$ cat src/rtl/parity_serial_rx.sv
// rtl/parity_serial_rx.sv - serial frame receiver with parity and framing check
//
// Purpose:
//    Receives frames of the form start(0), DATA_W data bits LSB first, one
//    parity bit (XOR of the data bits), stop(1) from an asynchronous serial
//    line. The recovered word is presented together with parity and framing
//    error flags, and data_valid pulses for one clock per delivered frame.
//
// Parameters:
//    DATA_W        data bits per frame, 1..16
//    CLKS_PER_BIT  clk cycles per serial bit, minimum 4
//
// Ports:
//    clk         in   1        system clock, rising edge
//    rst_n       in   1        asynchronous active-low reset
//    rx_in       in   1        serial line, idle high, asynchronous to clk
//    data_out    out  DATA_W   last received data word
//    data_valid  out  1        one-cycle pulse when the outputs are updated
//    parity_err  out  1        parity mismatch on the last frame
//    frame_err   out  1        stop bit sampled low on the last frame
//    busy        out  1        receiver is not idle
//
// Configuration macro:
//    STICKY_ERR_EN  when defined, parity_err and frame_err accumulate across
//                   frames and clear only on reset.

module parity_serial_rx #(
   parameter int DATA_W       = 4,
   parameter int CLKS_PER_BIT = 868
) (
   input  logic              clk,
   input  logic              rst_n,
   input  logic              rx_in,
   output logic [DATA_W-1:0] data_out,
   output logic              data_valid,
   output logic              parity_err,
   output logic              frame_err,
   output logic              busy
);

   localparam int CNT_W = $clog2(CLKS_PER_BIT);
   localparam int BIT_W = $clog2(DATA_W + 1);

   localparam logic [CNT_W-1:0] CNT_LAST = CNT_W'(CLKS_PER_BIT - 1);
   localparam logic [CNT_W-1:0] CNT_HALF = CNT_W'(CLKS_PER_BIT / 2 - 1);
   localparam logic [BIT_W-1:0] BIT_LAST = BIT_W'(DATA_W - 1);

   typedef enum logic [2:0] {
      IDLE,
      START,
      DATA,
      PARITY,
      STOP
   } state_t;

   state_t            state;
   logic              rx_meta;
   logic              rx_s;
   logic [CNT_W-1:0]  baud_cnt;
   logic [BIT_W-1:0]  bit_cnt;
   logic [DATA_W-1:0] shreg;
   logic              par_bit;
   logic              stop_bit;
   logic              stop_done;

   logic [DATA_W-1:0] shift_next;
   logic              perr_new;
   logic              ferr_new;

   // Two-flop synchronizer; resets to the idle line level so a reset never
   // looks like a start bit.
   always_ff @(posedge clk or negedge rst_n) begin
      if (!rst_n) begin
         rx_meta <= 1'b1;
         rx_s    <= 1'b1;
      end else begin
         rx_meta <= rx_in;
         rx_s    <= rx_meta;
      end
   end

   // Bits arrive LSB first: each new sample enters at the MSB and the word
   // moves down, so after DATA_W samples bit 0 holds the first data bit.
   // Written as a shift of the concatenation so DATA_W = 1 needs no special case.
   always_comb begin
      shift_next = DATA_W'({rx_s, shreg} >> 1);
      perr_new   = ^{shreg, par_bit};
      ferr_new   = ~stop_bit;
   end

   always_ff @(posedge clk or negedge rst_n) begin
      if (!rst_n) begin
         state      <= IDLE;
         baud_cnt   <= '0;
         bit_cnt    <= '0;
         shreg      <= '0;
         par_bit    <= 1'b0;
         stop_bit   <= 1'b0;
         stop_done  <= 1'b0;
         data_out   <= '0;
         data_valid <= 1'b0;
         parity_err <= 1'b0;
         frame_err  <= 1'b0;
         busy       <= 1'b0;
      end else begin
         data_valid <= 1'b0;

         case (state)
            IDLE: begin
               baud_cnt <= '0;
               if (!rx_s) begin
                  state <= START;
                  busy  <= 1'b1;
               end
            end

            // Re-check the line at the middle of the start bit; anything that
            // is high again by then was a glitch and is dropped silently.
            // Restarting the counter here puts every later sample mid-bit.
            START: begin
               if (baud_cnt == CNT_HALF) begin
                  baud_cnt <= '0;
                  bit_cnt  <= '0;
                  if (!rx_s) begin
                     state <= DATA;
                  end else begin
                     state <= IDLE;
                     busy  <= 1'b0;
                  end
               end else begin
                  baud_cnt <= baud_cnt + 1'b1;
               end
            end

            DATA: begin
               if (baud_cnt == CNT_LAST) begin
                  baud_cnt <= '0;
                  shreg    <= shift_next;
                  if (bit_cnt == BIT_LAST) begin
                     bit_cnt <= '0;
                     state   <= PARITY;
                  end else begin
                     bit_cnt <= bit_cnt + 1'b1;
                  end
               end else begin
                  baud_cnt <= baud_cnt + 1'b1;
               end
            end

            PARITY: begin
               if (baud_cnt == CNT_LAST) begin
                  baud_cnt <= '0;
                  par_bit  <= rx_s;
                  state    <= STOP;
               end else begin
                  baud_cnt <= baud_cnt + 1'b1;
               end
            end

            // The stop bit is captured mid-bit; the outputs are published on
            // the following cycle, and the FSM is back in IDLE halfway through
            // the stop bit, ready for a back-to-back start edge.
            STOP: begin
               if (stop_done) begin
                  stop_done  <= 1'b0;
                  data_out   <= shreg;
                  data_valid <= 1'b1;
`ifdef STICKY_ERR_EN
                  parity_err <= parity_err | perr_new;
                  frame_err  <= frame_err | ferr_new;
`else
                  parity_err <= perr_new;
                  frame_err  <= ferr_new;
`endif
                  state      <= IDLE;
                  busy       <= 1'b0;
               end else if (baud_cnt == CNT_LAST) begin
                  baud_cnt  <= '0;
                  stop_bit  <= rx_s;
                  stop_done <= 1'b1;
               end else begin
                  baud_cnt <= baud_cnt + 1'b1;
               end
            end

            default: begin
               state <= IDLE;
               busy  <= 1'b0;
            end
         endcase
      end
   end

endmodule
$ cat config.mk
export PLATFORM = sky130hd
export DESIGN_NAME = parity_serial_rx
export DESIGN_NICKNAME = d
export VERILOG_FILES = /design/src/rtl/parity_serial_rx.sv
export SDC_FILE = /design/constraint.sdc
export NUM_CORES = 1
export LEC_CHECK = 0
export ABC_AREA = 1
export BUFFER_PORTS_ARGS = -buffer_cell sky130_fd_sc_hd__buf_2
export CAP_MARGIN = 25
export CORE_ASPECT_RATIO = 0.5
export CORE_MARGIN = 4
export CORE_UTILIZATION = 46
export DETAILED_ROUTE_END_ITERATION = 12
export PLACE_DENSITY_LB_ADDON = 0.05
export SLEW_MARGIN = 10
export SYNTH_ARGS = -nofsm -noshare
export SYNTH_HDL_FRONTEND = slang
export SYNTH_SLANG_ARGS = --single-unit
$ cat constraint.sdc
create_clock -name clk -period 1.9 [get_ports clk]
set_input_delay 0.19 -clock clk [delete_from_list [all_inputs] [get_ports clk]]
set_output_delay 0.19 -clock clk [all_outputs]
set_load 0.01 [all_outputs]
==> summary.txt <==
Mean routed wirelength per cell - 11.8 um
Inserted Clock Buffers - 5
Final setup fails - 0
CP max-delay cell - dfrtp_1
Crit share post-route - 0.840
Synth Area in Compound Gates - 0.0766
CTS Buffer Depth - 2
Syn Nets - 229
Synth warn - 0
Yosys cell types - 26
DRT iter0 DRCs - 77
Worst path cell trace - ha_1, nand2_1, nor2_1, nand3_1, nand2_1, nand3_4, nand3_1, inv_1
Layout area overhead - 12.2%
Post-CTS Setup Bufs - 0
Routability cong. - 0.867
DP Worst Slack - 0.265 ns
Final period demand of the worst path - 1.60 ns
Worst Hold Class - flip-flop to flip-flop
Bufs and invs on worst path - 1
Fraction of layout cells with a size suffix above 1 - 0.157
Switching share of power - 0.234
Initial antenna violation count - 0
Flop and latch count out of synthesis - 33
Most area-consuming cells after synthesis - dfrtp_1 45%, nand2_1 15%, nand3_1 7.2%, inv_1 5.6%, nor2_1 4.3%
Avg Synthesized Cell Area - 7.77 um^2
IO buf count - 10
Number of antenna diodes - 0
Final #Nets - 247
Number of synthesized flops with an enable pin - 0
Number of global-route vias before repair - 1315
Post-synthesis mux area share - 0
Status - finished clean
CP max stage delay - 0.41 ns
WP data arrival - 1.78 ns
Pre-Repair DR Iteration Count - 4
Required time of the critical path - 2.08 ns
Clock transition at path regs - 0.07 ns
Post-route insts no fill - 293
Core Box Area - 0.00353 mm^2
Global route overflow - 0
Max-slew violation count - 0
Max VDD drop - 0.000217 V
Hpwl dp - 2540 um
Yosys top cell by area - dfrtp_1
Max_cap viols - 0
Fmax - 626 MHz
Combinational share of power - 0.016
Die Ht - 51.4 um
WL final - 3470 um
Crit path max fanout - 8
H-tree depth - 2
Hold path start - rx_meta
Reg power frac - 0.562
Synth Area in XOR/XNOR - 0.0101
Seq/Total Area, Yosys - 0.478
Adder-Cell Fraction of Synth Area - 0.0217
# rows - 15
Slew headroom - 0.515
Top Family by Delay on Critical Path - simple AND/OR/NAND/NOR gates
GRT Total Usage - 0.167
Tightest Pin Transition - 0.727 ns
Critical Path Source Type - flip-flop
Post-synth top area share - 0.448
Final number of hold-violating endpoints - 0
Switch Pwr - 0.000295 W
P per Cell Area - 648 mW/mm^2
Worst Setup End Kind - flip-flop
Die W - 94.8 um
Clock root buffer - clkbuf_8
Largest family of logic cells by synthesized area - simple AND/OR/NAND/NOR gates
Clock power frac - 0.422
Setup TNS - 0 ns
Synth Flop Type - dfrtp_1
First-pass GRT wire length - 6080 um
Maximum number of pins on one net before global-route repair - 34
RSZ-0062 raised after global routing - false
Starting Density - 0.491
Setup ws final - 0.303 ns
Cell Int Power - 0.000963 W
Commonest non-fill, non-tap cell in the layout - nand2_1
DRC - 0
Synth Cell Area - 0.00173 mm^2
Synth Area in Simple Gates - 0.342
Post-synthesis cell count - 223
# IOs - 11
Skew final - 0.00845 ns
Setup CP Type - flip-flop to flip-flop
Static leakage - 0.980 nW
Final Power - 0.00126 W
Fillers - 345
Vias per cell - 4.92
Clock sinks - 33
Cells after DPL - 283
Worst Hold Slack - 0.361 ns
CTS tree - done
Remaining antenna violation count - 0
Via count - 1441
Clk_lat worst skew - 0.29 ns
Most frequent cells in the layout - 67 x nand2_1, 31 x dfrtp_1, 26 x inv_1
Reg-to-reg critical path startpoint - baud_cnt[0]
Ys async rst share - 1.00
Die area - 0.00487 mm^2
Critical path origin - baud_cnt[0]
path summary, 6_finish.rpt:
kind,depth (start not counted),slack (ns),endpoint
min in group asynchronous,2,0.48,parity_err
hold / removal,0,0.36,rx_s
hold reg to reg,0,0.36,rx_s
setup / recovery,8,0.30,baud_cnt[4]
setup reg to reg,8,0.30,baud_cnt[4]
max in group asynchronous,2,0.94,baud_cnt[4]
sequential cells by signal, indices dropped and copies added, names as in the netlist:
signal	flops
baud_cnt	10
bit_cnt	3
busy	1
data_out	4
data_valid	1
frame_err	1
par_bit	1
parity_err	1
rx_meta	1
rx_s	1
shreg	4
state	3
stop_bit	1
stop_done	1
power groups by stage:
stage                logic (W)  registers [W]  clock network [W]
finish               0.0000206       0.000707           0.000531
global route         0.0000259       0.000707           0.000580
CTS                  0.0000224       0.000707           0.000545
detailed placement   0.0000190       0.000721                  0
global placement     0.0000185       0.000721                  0
floorplan           0.00000227       0.000720                  0
cells by family (layout without fill, tap and decap cells):
| kind of cell | Yosys count | after routing |
|---|---|---|
| xor+xnor | 2 | 2 |
| buf+inv | 31 | 50 |
| flops | 33 | 33 |
| compound gates | 22 | 22 |
| simple gates | 132 | 132 |
| fa+ha+maj | 3 | 3 |
metal layers:
metal / up-vias / track usage / wire (um)
li1: 743 / - / -
met1: 671 / 0.218 / 1800
met5: - / 0 / 0
met3: 0 / 0.0485 / 168
met2: 27 / 0.266 / 1500
met4: 0 / 0.0574 / 0
layout make-up:
type,instances,area [um^2],area share
multi-input combinational,159,782,0.402
clock inverter,3,17.5,0.00901
timing repair buffer,12,70.1,0.0361
sequential,33,828,0.426
clock buffer,5,68.8,0.0354
tap,51,63.8,0.0328
inverter,30,113,0.0580
synthesized netlist by cell type (all sizes together), types with 2 or more instances:
cell / count
a21oi: 6
ha: 3
nor3: 4
o21ai: 13
inv: 30
or2: 2
nand3: 26
nand2: 71
nor2: 23
dfstp: 2
nand3b: 4
nand4: 2
xor2: 2
dfrtp: 31
worst reg2reg max path: stages (launching register included):
cell and delay [ns]:
dfrtp_1 0.41, ha_1 0.24, nand2_1 0.07, nor2_1 0.14
nand3_1 0.17, nand2_1 0.16, nand3_4 0.14, nand3_1 0.11
inv_1 0.04
stage by stage:
stage               instance area, um^2  utilization
CTS                                1940        0.550
detailed placement                 1830        0.520
floorplan                          1730            -
finish                             1940        0.551
global placement                   1830        0.520
global route                       1940        0.551
timing repair:
action | 4_1_cts | 5_1_grt
hold buffers | 2 | 0
endpoints found under the hold margin | 32 | 0
gates resized for setup | 0 | 1
endpoints found under the setup margin | 0 | 1
(Power assumes the default switching activity.)
